### config.mk
export PLATFORM = sky130hd
export DESIGN_NAME = spi_host_master_flat
export DESIGN_NICKNAME = d
export VERILOG_FILES = /design/src/rtl/spi_host_pkg.sv /design/src/rtl/spi_host_master_if.sv /design/src/rtl/spi_sck_gen.sv /design/src/rtl/spi_host_master.sv /design/src/flat_wrapper.sv
export SDC_FILE = /design/constraint.sdc
export NUM_CORES = 1
export LEC_CHECK = 0
export ABC_AREA = 1
export CAP_MARGIN = 20
export CORE_MARGIN = 1
export CORE_UTILIZATION = 51
export CTS_CLUSTER_SIZE = 14
export DETAILED_ROUTE_END_ITERATION = 8
export HOLD_SLACK_MARGIN = 0.1
export PLACE_DENSITY_LB_ADDON = 0.05
export SYNTH_ARGS = -nofsm -noshare
export SYNTH_HDL_FRONTEND = slang
export SYNTH_HIERARCHICAL = 1
export SYNTH_SLANG_ARGS = --single-unit
### constraint.sdc
create_clock -name clk -period 2.12 [get_ports clk]
set_clock_uncertainty 0.15 [all_clocks]
set_input_delay 0.212 -clock clk [delete_from_list [all_inputs] [get_ports clk]]
set_output_delay 0.212 -clock clk [all_outputs]
set_load 0.005 [all_outputs]
### src/rtl/spi_host_pkg.sv
// Shared types and constants for the byte-oriented SPI mode-0 host master.
package spi_host_pkg;

    typedef enum logic [2:0] {
        IDLE,
        SETUP,
        HIGH,
        LOW,
        GAP,
        HOLD,
        GUARD
    } state_t;

    localparam int   SPI_BYTE_W  = 8;
    localparam logic SCK_IDLE    = 1'b0;
    localparam logic SS_INACTIVE = 1'b1;

endpackage

### src/rtl/spi_host_master_if.sv
// Byte stream handshake between a host and the SPI master (tx in, rx out).
interface spi_host_master_if;
    import spi_host_pkg::*;

    logic                  tx_valid;
    logic [SPI_BYTE_W-1:0] tx_data;
    logic                  tx_last;
    logic                  tx_ready;
    logic                  rx_valid;
    logic [SPI_BYTE_W-1:0] rx_data;

    modport master (
        output tx_valid, tx_data, tx_last,
        input  tx_ready, rx_valid, rx_data
    );

    modport slave (
        input  tx_valid, tx_data, tx_last,
        output tx_ready, rx_valid, rx_data
    );

endinterface

### src/rtl/spi_sck_gen.sv
// Phase counter: pulses phase_done on the last cycle of every CLK_DIV-cycle phase.
module spi_sck_gen #(
    parameter int CLK_DIV = 4
) (
    input  logic clk,
    input  logic n_rst,
    input  logic en,
    input  logic clr,
    output logic phase_done
);

    localparam int CNT_W = (CLK_DIV > 1) ? $clog2(CLK_DIV) : 1;
    localparam logic [CNT_W-1:0] CNT_MAX = CNT_W'(CLK_DIV - 1);

    logic [CNT_W-1:0] cnt_q, cnt_d;

    always_comb begin
        phase_done = en && (cnt_q == CNT_MAX);
        cnt_d      = cnt_q;
        if (!en || clr || phase_done) begin
            cnt_d = '0;
        end else begin
            cnt_d = cnt_q + 1'b1;
        end
    end

    always_ff @(posedge clk or negedge n_rst) begin
        if (!n_rst) begin
            cnt_q <= '0;
        end else begin
            cnt_q <= cnt_d;
        end
    end

endmodule

### src/rtl/spi_host_master.sv
// SPI mode-0 master: turns a valid/ready byte stream into SS-framed transfers
// and returns every MISO byte on a one-cycle rx_valid strobe.
module spi_host_master
    import spi_host_pkg::*;
#(
    parameter int CLK_DIV = 4
) (
    input  logic               clk,
    input  logic               n_rst,
    spi_host_master_if.slave   bus,
    output logic               busy,
    output logic               SCK,
    output logic               SS,
    output logic               MOSI,
    input  logic               MISO
);

    state_t                state_q, state_d;
    logic [SPI_BYTE_W-1:0] tx_sr_q, tx_sr_d;
    logic [SPI_BYTE_W-1:0] rx_sr_q, rx_sr_d;
    logic [SPI_BYTE_W-1:0] rx_data_q, rx_data_d;
    logic                  rx_valid_q, rx_valid_d;
    logic [2:0]            bit_cnt_q, bit_cnt_d;
    logic                  last_q, last_d;
    logic                  miso_s1_q, miso_s1_d;
    logic                  miso_s2_q, miso_s2_d;

    logic                  tx_ready;
    logic                  accept;
    logic                  phase_en;
    logic                  phase_done;
    logic [SPI_BYTE_W-1:0] rx_shift;

    spi_sck_gen #(
        .CLK_DIV (CLK_DIV)
    ) u_sck_gen (
        .clk        (clk),
        .n_rst      (n_rst),
        .en         (phase_en),
        .clr        (state_d != state_q),
        .phase_done (phase_done)
    );

    always_comb begin
        tx_ready = (state_q == IDLE) || (state_q == GAP);
        accept   = bus.tx_valid && tx_ready;
        phase_en = state_q inside {SETUP, HIGH, LOW, HOLD, GUARD};
        busy     = (state_q != IDLE);
        SCK      = (state_q == HIGH) ? ~SCK_IDLE : SCK_IDLE;
        SS       = (state_q == IDLE || state_q == GUARD) ? SS_INACTIVE : ~SS_INACTIVE;
        MOSI     = (state_q inside {SETUP, HIGH, LOW}) ? tx_sr_q[SPI_BYTE_W-1] : 1'b0;
        rx_shift = {rx_sr_q[SPI_BYTE_W-2:0], miso_s2_q};
    end

    always_comb begin
        state_d    = state_q;
        tx_sr_d    = tx_sr_q;
        rx_sr_d    = rx_sr_q;
        rx_data_d  = rx_data_q;
        rx_valid_d = 1'b0;
        bit_cnt_d  = bit_cnt_q;
        last_d     = last_q;
        miso_s1_d  = MISO;
        miso_s2_d  = miso_s1_q;

        case (state_q)
            IDLE, GAP: begin
                if (accept) begin
                    tx_sr_d   = bus.tx_data;
                    last_d    = bus.tx_last;
                    bit_cnt_d = 3'd0;
                    state_d   = SETUP;
                end
            end
            SETUP: if (phase_done) state_d = HIGH;
            HIGH: begin
                // MISO is sampled on the final high cycle, after the synchronizer has settled
                if (phase_done) begin
                    rx_sr_d = rx_shift;
                    if (bit_cnt_q == 3'd7) begin
                        rx_data_d  = rx_shift;
                        rx_valid_d = 1'b1;
                        bit_cnt_d  = 3'd0;
                        state_d    = last_q ? HOLD : GAP;
                    end else begin
                        bit_cnt_d = bit_cnt_q + 3'd1;
                        tx_sr_d   = {tx_sr_q[SPI_BYTE_W-2:0], 1'b0};
                        state_d   = LOW;
                    end
                end
            end
            LOW:     if (phase_done) state_d = HIGH;
            HOLD:    if (phase_done) state_d = GUARD;
            GUARD:   if (phase_done) state_d = IDLE;
            default: state_d = IDLE;
        endcase
    end

    always_ff @(posedge clk or negedge n_rst) begin
        if (!n_rst) begin
            state_q    <= IDLE;
            rx_data_q  <= '0;
            rx_valid_q <= 1'b0;
            bit_cnt_q  <= 3'd0;
            last_q     <= 1'b0;
        end else begin
            state_q    <= state_d;
            rx_data_q  <= rx_data_d;
            rx_valid_q <= rx_valid_d;
            bit_cnt_q  <= bit_cnt_d;
            last_q     <= last_d;
        end
    end

    // Shift registers and synchronizer carry no reset; MOSI is gated by state.
    always_ff @(posedge clk) begin
        tx_sr_q   <= tx_sr_d;
        rx_sr_q   <= rx_sr_d;
        miso_s1_q <= miso_s1_d;
        miso_s2_q <= miso_s2_d;
    end

    assign bus.tx_ready = tx_ready;
    assign bus.rx_valid = rx_valid_q;
    assign bus.rx_data  = rx_data_q;

endmodule

### src/flat_wrapper.sv
// flat-port wrapper written by rule: the top's interface ports become plain ports
module spi_host_master_flat import spi_host_pkg::*;
#(
    parameter int CLK_DIV = 4
)
  (clk, n_rst, busy, SCK, SS, MOSI, MISO, bus_tx_valid, bus_tx_data, bus_tx_last, bus_tx_ready, bus_rx_valid, bus_rx_data);
  spi_host_master_if bus_i ();
  input  logic clk;
  input  logic n_rst;
  output logic busy;
  output logic SCK;
  output logic SS;
  output logic MOSI;
  input  logic MISO;
  input wire logic [$bits(bus_i.tx_valid)-1:0] bus_tx_valid;
  input wire logic [$bits(bus_i.tx_data)-1:0] bus_tx_data;
  input wire logic [$bits(bus_i.tx_last)-1:0] bus_tx_last;
  output wire logic [$bits(bus_i.tx_ready)-1:0] bus_tx_ready;
  output wire logic [$bits(bus_i.rx_valid)-1:0] bus_rx_valid;
  output wire logic [$bits(bus_i.rx_data)-1:0] bus_rx_data;
  assign bus_i.tx_valid = bus_tx_valid;
  assign bus_i.tx_data = bus_tx_data;
  assign bus_i.tx_last = bus_tx_last;
  assign bus_tx_ready = bus_i.tx_ready;
  assign bus_rx_valid = bus_i.rx_valid;
  assign bus_rx_data = bus_i.rx_data;
  spi_host_master #(.CLK_DIV(CLK_DIV)) u_core (.clk(clk), .n_rst(n_rst), .bus(bus_i), .busy(busy), .SCK(SCK), .SS(SS), .MOSI(MOSI), .MISO(MISO));
endmodule
==> metrics.txt, run 1 <==
status=finished clean; most frequent cells in the layout=nand2_1, clkdlybuf4s50_1, dfrtp_1; Die X=56.1 µm; min Tclk post-route=between 2000 and 2500 ps; Placer Congestion=between 0.8 and 0.9; Area Overhead vs Synth=29.4%; worst skew pair latency=330 ps; Worst Path Arrival=1670 ps; Peak VDD IR=a little under 0.7 mV; element type at the critical path start=flip-flop; FF+latch area=between 900 and 1000 µm²; FILL cells=~220; root buffer cell=clkbuf_4; Synth Area in Adders=approximately 2.5%; nets@finish=between 200 and 250; cells after synthesis=151; maximum fanout along the worst path=8; first-pass GRT wire length=4.57 mm; number of clock sinks=35; chip height=56.1 µm; port bufs=26; Final ANT Viol Nets=0; Avg Inst Size Synth=9.88 µm²; P per Cell Area=906 nW/µm²; Synth Area in Simple Gates=25.3%; final cell count without fillers=226; RSZ-0062 raised after global routing=no; area share of xor/xnor cells in the synthesized design=0%; GRT Overall Usage=19.4%; Synth Warn #=6; CTS clk-pin slew, worst paths=approximately 100 ps; worst hold path class=primary input to flip-flop; multi-input logic area=455 µm²; Num CTS Buffers=5; post-route cell area=1930 µm²; Slew HR=a little over 80%; critical path type=flip-flop to output pin; largest family of logic cells by synthesized area=simple AND/OR/NAND/NOR gates; DR pass1 iterations=4; Distinct cells, synth=20; vias in the first global route=1024; Cell Rows=19; maximum clock frequency=roughly 490 MHz; Req. time, crit path=1760 ps; Routed WL per cell=11.7 µm; Max clock buf depth=2; diodes inserted=0; Slew @ Worst Pin=263 ps; I/O Pins=27; final setup vio count=0; largest net degree at the start of global routing=19; antenna violations before repair=0; Leak Pwr=0.963 nW; hold violation count in the final report=0; total die area=3140 µm²; Starting Density=54.1%; DR vias=1113; #FFs+latches synth=35; setup TNS=0 ps; post-DP HPWL=roughly 1.9 mm; mux cell area share after synthesis=0%; total gr overflow=0; share of cells above drive strength 1=approximately 15%; fin crit share=95.9%; H-tree levels=2; Post-DP Area=about 1800 µm²; routed wire length=2.65 mm; Critical Path End Type=output pin; Via density=just under 5; Synthesized Nets=approximately 170; commonest non-fill, non-tap cell in the layout=nand2_1; Post-Syn Area=between 1000 and 1500 µm²; MaxCap Viol Count=0; Placed Instances=209; WHS=179 ps; core area=2760 µm²; CTS tree=yes; Pwr Total=1.75 mW; Slew Limit Fails=0; Synth Area in Compound Gates=between 2 and 3%; # DRC=0; DR iter-0 viols=47; sequential area share after synthesis=63.1%
## routing by layer
layer / GRT usage, % / part of all wire, % / vias to the layer above
li1: - / - / 571
met1: 23.8 / 45 / 503
met2: 31.0 / 48 / 33
met3: 6.98 / 5.6 / 6
met4: 8.36 / 1.4 / 0
met5: 0 / 0 / -
## report_power, final
part	leakage, nW	internal (mW)	switching, mW
Clock	0.0386	0.195	0.204
Combinational	0.529	0.228	0.270
Sequential	0.396	0.808	0.0437
Total	0.963	1.23	0.518
## repair_timing
action | CTS | global route
hold buffers | 1 | 0
setup endpoints to repair | 0 | 3
buffers inserted | 0 | 8
hold endpoints to repair | 18 | 0
resized for setup | 0 | 2
## final cells by class
class	instances	share of cell area, %
clock buffers	8	3.56
repair buffers	39	18.7
multi-input cells	97	23.6
well taps	31	2.01
flip-flops and latches	35	48.8
inverters	16	3.37
## cell usage after synthesis
library cell | number | area [µm²]
dfxtp_1 | 2 | 40.0
inv_2 | 2 | 7.51
nor2_1 | 6 | 22.5
ha_1 | 3 | 37.5
a21oi_1 | 3 | 15.0
nand2_1 | 63 | 236
nand2_2 | 1 | 6.26
nor2_4 | 1 | 11.3
dfrtp_1 | 18 | 450
buf_4 | 1 | 7.51
o21ai_0 | 5 | 25.0
inv_4 | 2 | 12.5
buf_6 | 2 | 22.5
inv_1 | 12 | 45.0
nand4_1 | 2 | 12.5
edfxtp_1 | 15 | 450
nand3_4 | 1 | 17.5
nand2_4 | 1 | 11.3
nand3_2 | 1 | 10.0
nand3_1 | 10 | 50.1
## worst max-delay path, stage by stage (launching register included)
cell and delay, ps:
dfrtp_1 380, buf_4 190, nand3_4 150, inv_4 130
clkdlybuf4s50_1 500
## worst paths after layout
check / start / to / slack [ps] / cells past startpoint
setup / recovery: u_core/state_q[1] / SCK / 90 / 4
min in group asynchronous: n_rst / u_core/state_q[0] / 610 / 3
hold / removal: MISO / u_core/miso_s1_q / 180 / 1
max in group asynchronous: n_rst / u_core/state_q[0] / 1000 / 3
hold reg to reg: u_core/miso_s1_q / u_core/miso_s2_q / 200 / 0
setup reg to reg: u_core/state_q[0] / u_core/u_sck_gen/cnt_q[0] / 190 / 14
## through the flow
stage | util, % | worst slack, ps
final | 70.0 | 86.2
after global routing | 70.0 | 14.1
after CTS | 67.8 | 37.8
after detailed placement | 64.9 | 161
after global placement | 64.9 | 220
after floorplan | - | 180
## sequential cells by signal (all words and copies together) (netlist names)
register                cells
u_core/bus.rx_data          8
u_core/tx_sr_q              8
u_core/rx_sr_q              7
u_core/last_q               1
u_core/bit_cnt_q            3
u_core/state_q              3
u_core/miso_s1_q            1
u_core/miso_s2_q            1
u_core/bus.rx_valid         1
u_core/u_sck_gen/cnt_q      2
## kinds of logic after synthesis
| group | Yosys count |
|---|---|
| AO/OA/AOI/OAI | 8 |
| adder cells (fa/ha/maj) | 3 |
| buffers and inverters | 19 |
| flip-flops | 35 |
| AND/OR/NAND/NOR | 86 |
(Power assumes the default switching activity.)
==> run 2: changes to the inputs <==
--- a/config.mk
+++ b/config.mk
@@ -8,11 +8,12 @@
 export ABC_AREA = 1
 export CAP_MARGIN = 20
 export CORE_MARGIN = 1
-export CORE_UTILIZATION = 51
+export CORE_UTILIZATION = 45
 export CTS_CLUSTER_SIZE = 14
 export DETAILED_ROUTE_END_ITERATION = 8
-export HOLD_SLACK_MARGIN = 0.1
+export HOLD_SLACK_MARGIN = 0.03
 export PLACE_DENSITY_LB_ADDON = 0.05
+export REMOVE_ABC_BUFFERS = 1
 export SYNTH_ARGS = -nofsm -noshare
 export SYNTH_HDL_FRONTEND = slang
 export SYNTH_HIERARCHICAL = 1
==> run 2 against run 1 <==
  * Clock power grew 3%
  * Global-route usage down 2.1 points
  * Sequential power about the same
  * Register-to-register slack better by 40 ps
  * Total power rose by 0.47%
  * Highest routed layer unchanged
  * Routed wire length shrank 4.0%
  * Combinational power barely moved
  * Largest cell class unchanged
  * Worst setup slack better by 17 ps
  * Sequential share of layout area grew 0.22 points
  * Non-clock buffer count shrank 4
==> metrics.txt, run 2 (synthesis gave the netlist of run 1 again) <==
largest net degree at the start of global routing=19 (unchanged); DR iter-0 viols=54 (was 47); I/O Pins=27 (unchanged); first-pass GRT wire length=4.44 mm (was 4.57 mm); FF-to-FF path depth=14 (unchanged); Peak VDD IR=0.567 mV (was 0.674 mV); nets@finish=206 (was 210); Starting Density=48.1% (was 54.1%); FF-to-FF setup slack=230 ps (was 190 ps); post-DP HPWL=1.79 mm (was 1.85 mm); routed wire length=2.54 mm (was 2.65 mm); Max clock buf depth=2 (unchanged); critical path type=flip-flop to output pin (unchanged); min Tclk post-route=2020 ps (was 2030 ps); reg2reg start=u_core/state_q[0] (unchanged); RSZ-0062 raised after global routing=no (unchanged); final setup vio count=0 (unchanged); diodes inserted=0 (unchanged); Worst Path Arrival=1650 ps (was 1670 ps); port bufs=26 (unchanged); antenna violations before repair=0 (unchanged); final cell count without fillers=235 (was 226); P per Cell Area=914 nW/µm² (was 906 nW/µm²); worst hold path class=primary input to asynchronous set/reset pin (was primary input to flip-flop); status=finished clean (unchanged); Reg power frac=48.3% (was 48.7%); setup TNS=0 ps (unchanged); FILL cells=287 (was 221); Slew HR=82.2% (was 82.5%); Slew @ Worst Pin=267 ps (was 263 ps); Leak Pwr=0.945 nW (was 0.963 nW); CTS clk-pin slew, worst paths=110 ps (was 100 ps); CTS tree=yes (unchanged); Critical Path End Type=output pin (unchanged); Placer Congestion=0.827 (was 0.855); # DRC=0 (unchanged); Req. time, crit path=1760 ps (about the same); MaxCap Viol Count=0 (unchanged); Final ANT Viol Nets=0 (unchanged); hold violation count in the final report=0 (unchanged); number of clock sinks=35 (unchanged); total gr overflow=0 (unchanged); maximum fanout along the worst path=12 (was 8); Internal=1.23 mW (about the same); vias in the first global route=1047 (was 1024); Area Overhead vs Synth=29.0% (was 29.4%); FF+latch area=943 µm² (was 942 µm²); most frequent cells in the layout=nand2_1, clkdlybuf4s50_1, dfrtp_1 (unchanged); Slew Limit Fails=0 (unchanged); Switching Share=30.0% (was 29.6%); Cell Rows=20 (was 19); element type at the critical path start=flip-flop (unchanged); root buffer cell=clkbuf_4 (unchanged); commonest non-fill, non-tap cell in the layout=nand2_1 (unchanged); worst skew pair latency=330 ps (about the same); core area=3100 µm² (was 2760 µm²); maximum clock frequency=496 MHz (was 492 MHz); sw power=0.527 mW (was 0.518 mW); R2R Path End=u_core/u_sck_gen/cnt_q[0] (unchanged); share of cells above drive strength 1=14.7% (was 14.9%); DR pass1 iterations=4 (unchanged); total die area=3550 µm² (was 3140 µm²); GRT Overall Usage=17.3% (was 19.4%); Die X=59.6 µm (was 56.1 µm); Logic pwr share=28.4% (was 28.5%); Num CTS Buffers=5 (unchanged); Routed WL per cell=10.8 µm (was 11.7 µm); Placed Instances=222 (was 209); clock share of power=23.3% (was 22.8%); fin crit share=95.1% (was 95.9%); chip height=59.6 µm (was 56.1 µm); H-tree levels=2 (unchanged); DR vias=1069 (was 1113); Via density=4.55 (was 4.92); multi-input logic area=455 µm² (unchanged)
## run 2: cell count changes in the layout (fill, tap and decap cells not counted), sizes merged
cell / previous run / this run
buf: 12 / 9
clkbuf: 8 / 7
clkinvlp: 0 / 1
dlygate4sd3: 1 / 0
## run 2: per-stage QoR
stage	utilization, %	power [mW]	instance area [µm²]	hold slack (ps)	setup slack [ps]
floorplan	-	1.13	1460	-234	141
global placement	58.2	1.31	1810	164	202
detailed placement	58.2	1.33	1810	168	175
CTS	61.5	1.76	1910	44.2	82.6
global route	62.0	1.88	1920	61.0	19.4
finish	62.0	1.76	1920	43.1	104
## run 2: metal layers
layer / global-route usage [%] / vias to the layer above / share of wire, %
met5: 0 / - / 0
met4: 6.98 / 0 / 1.1
met3: 5.24 / 4 / 4.0
met2: 27.4 / 25 / 48
met1: 22.3 / 485 / 47
li1: - / 555 / -
## run 2: worst max-delay path by stage
stage                                end  depth (start not counted)  slack (ps)         startpoint
6_report                             SCK                          5         100  u_core/state_q[2]
5_1_grt        u_core/u_sck_gen/cnt_q[0]                         14          20  u_core/state_q[0]
4_1_cts                              SCK                          5          80  u_core/state_q[2]
3_5_place_dp   u_core/u_sck_gen/cnt_q[0]                         13         180  u_core/state_q[0]
3_3_place_gp   u_core/u_sck_gen/cnt_q[0]                         13         200  u_core/state_q[0]
2_1_floorplan          u_core/tx_sr_q[0]                          6         140  u_core/state_q[1]
## run 2: power groups by stage
| stage | registers [mW] | clock network, mW | logic, mW |
|---|---|---|---|
| 2_1_floorplan | 0.872 | 0 | 0.263 |
| 3_3_place_gp | 0.868 | 0 | 0.440 |
| 3_5_place_dp | 0.873 | 0 | 0.454 |
| 4_1_cts | 0.848 | 0.424 | 0.487 |
| 5_1_grt | 0.860 | 0.452 | 0.568 |
| 6_report | 0.849 | 0.410 | 0.499 |
## run 2: worst max-delay path, cell delays in order, from the launching register on
cell             delay [ps]
dfrtp_1                 410
inv_2                    60
buf_4                   140
nand3_4                 100
inv_8                   110
clkdlybuf4s50_1         500
## run 2: area by class of cell
type	instances	area share [%]
Sequential cell	35	49.0
Multi-Input combinational cell	97	23.7
Timing Repair Buffer	35	17.0
Inverter	16	3.64
Clock buffer	7	3.38
Tap cell	44	2.86
Clock inverter	1	0.390
## run 2: repair_timing
item / in CTS / in global routing
pin swaps: 1 / 2
endpoints found under the setup margin: 1 / 2
buffers inserted: 3 / 2
gates resized for setup: 3 / 2
hold buffers: 0 / 0
==> run 3: changes to the inputs <==
--- a/config.mk
+++ b/config.mk
@@ -7,7 +7,7 @@
 export LEC_CHECK = 0
 export ABC_AREA = 1
 export CAP_MARGIN = 20
-export CORE_MARGIN = 1
+export CORE_MARGIN = 3
 export CORE_UTILIZATION = 45
 export CTS_CLUSTER_SIZE = 14
 export DETAILED_ROUTE_END_ITERATION = 8
==> run 3 against run 2 <==
  * Cell area up 2.7%
  * Global-route usage down 2.1 points
  * Highest routed layer unchanged
  * Maximum frequency up 1.5%
  * Core utilization up 1.7 points
  * Non-clock buffer count up 3
  * Critical endpoint unchanged
==> metrics.txt, run 3 (synthesis gave the netlist of run 1 again) <==
total gr overflow=0 (unchanged); Routed WL per cell=11.4 µm (was 10.8 µm); Leak Pwr=0.992 nW (was 0.945 nW); post-DP HPWL=1.86 mm (was 1.79 mm); CTS clk-pin slew, worst paths=100 ps (was 110 ps); maximum clock frequency=503 MHz (was 496 MHz); routed wire length=2.73 mm (was 2.54 mm); first-pass GRT wire length=4.65 mm (was 4.44 mm); I/O Pins=27 (unchanged); diodes inserted=0 (unchanged); Req. time, crit path=1760 ps (about the same); CTS tree=yes (unchanged); Num CTS Buffers=5 (unchanged); crit-path max cell delay=490 ps (was 500 ps); critical path type=flip-flop to output pin (unchanged); Die X=63.6 µm (was 59.6 µm); Peak VDD IR=0.735 mV (was 0.567 mV); maximum fanout along the worst path=7 (was 12); Logic pwr share=26.7% (was 28.4%); most frequent cells in the layout=nand2_1, clkdlybuf4s50_1, dfrtp_1 (unchanged); element type at the critical path start=flip-flop (unchanged); status=finished clean (unchanged); share of cells above drive strength 1=14.9% (was 14.7%); port bufs=26 (unchanged); GRT Overall Usage=15.3% (was 17.3%); Placer Congestion=0.818 (was 0.827); Worst Path Buf+Inv=4 (unchanged); number of clock sinks=35 (unchanged); Final ANT Viol Nets=0 (unchanged); DR pass1 iterations=6 (was 4); CP Cell Sequence=inv_2 > buf_4 > nand3_4 > inv_8 > clkdlybuf4s50_1 (unchanged); Slew Limit Fails=0 (unchanged); Post-CTS Hold Fix Bufs=0 (unchanged); FILL cells=286 (was 287); critical path's top delay family=buffers and inverters (unchanged); root buffer cell=clkbuf_4 (unchanged); DR vias=1108 (was 1069); H-tree levels=2 (unchanged); nets@finish=209 (was 206); worst hold path class=primary input to asynchronous set/reset pin (unchanged); RSZ-0062 raised after global routing=no (unchanged); vias in the first global route=1065 (was 1047); total die area=4040 µm² (was 3550 µm²); chip height=63.6 µm (was 59.6 µm); # DRC=0 (unchanged); P per Cell Area=985 nW/µm² (was 914 nW/µm²); fin crit share=93.8% (was 95.1%); antenna violations before repair=0 (unchanged); Via density=4.66 (was 4.55); largest net degree at the start of global routing=19 (unchanged); core area=3100 µm² (unchanged); MaxCap Viol Count=0 (unchanged); Slew @ Worst Pin=267 ps (about the same); Starting Density=48.1% (unchanged); Cell Rows=20 (unchanged); Reg power frac=43.5% (was 48.3%); Critical Path End Type=output pin (unchanged); Max clock buf depth=2 (unchanged); Slew HR=82.2% (about the same); FF-to-FF setup slack=190 ps (was 230 ps); slowest stage cell, crit path=clkdlybuf4s50_1 (unchanged); Internal=1.42 mW (was 1.23 mW); Area Overhead vs Synth=32.6% (was 29.0%); Worst Path Arrival=1630 ps (was 1650 ps); worst skew pair latency=330 ps (about the same); clock share of power=29.8% (was 23.3%); min Tclk post-route=1990 ps (was 2020 ps); Switching Share=27.3% (was 30.0%); sw power=0.532 mW (was 0.527 mW); DR iter-0 viols=103 (was 54); commonest non-fill, non-tap cell in the layout=nand2_1 (unchanged); final setup vio count=0 (unchanged); setup TNS=0 ps (unchanged); hold violation count in the final report=0 (unchanged); final cell count without fillers=238 (was 235); Placed Instances=222 (unchanged)
## run 3: cell types whose count changed in the layout (fill, tap and decap cells not counted), sizes merged
cell and delta:
buf +3, bufinv +2, clkbuf -1, clkdlybuf4s50 -1, clkinvlp -1, dlymetal6s2s +1
## run 3: power by group through the flow
stage | Sequential, mW | Combinational [mW] | Clock [mW]
2_1_floorplan | 0.872 | 0.263 | 0
3_3_place_gp | 0.868 | 0.441 | 0
3_5_place_dp | 0.873 | 0.457 | 0
4_1_cts | 0.848 | 0.492 | 0.600
5_1_grt | 0.857 | 0.586 | 0.636
6_report | 0.847 | 0.520 | 0.580
## run 3: layout make-up
class | count | area (µm²) | share of cell area, %
timing repair buffer | 38 | 353 | 17.8
inverter | 16 | 70.1 | 3.54
tap | 44 | 55.1 | 2.78
clock buffer | 6 | 41.3 | 2.09
multi-input combinational | 97 | 455 | 23.0
sequential | 35 | 942 | 47.7
clock inverter | 2 | 60.1 | 3.04
## run 3: final timing paths
check,from,cells after the start,endpoint
setup reg to reg,u_core/state_q[0],14,u_core/u_sck_gen/cnt_q[0]
setup / recovery,u_core/state_q[2],5,SCK
hold reg to reg,u_core/miso_s1_q,0,u_core/miso_s2_q
min in group clk,MISO,1,u_core/miso_s1_q
hold / removal,n_rst,2,u_core/state_q[0]
max in group asynchronous,n_rst,2,u_core/state_q[1]
## run 3: routing by layer
metal | global-route usage, % | wire, µm
met2 | 22.9 | 1210
met3 | 6.24 | 162
met1 | 18.2 | 1270
met4 | 9.16 | 86
met5 | 0 | 0
## run 3: repair_timing
| item | in CTS | in global routing |
|---|---|---|
| pin swaps | 1 | 3 |
| resized for setup | 3 | 2 |
| buffers inserted | 3 | 5 |
| endpoints found under the setup margin | 1 | 4 |
## run 3: per-stage QoR
step                power (mW)  cell area, µm²  worst slack, ps  util, %  hold slack, ps
global route              2.08            1980             11.5     63.7            33.6
CTS                       1.94            1940             73.8     62.4            34.8
floorplan                 1.13            1460              141        -            -234
detailed placement        1.33            1810              160     58.2             168
global placement          1.31            1810              203     58.2             164
finish                    1.95            1980              132     63.7            46.5
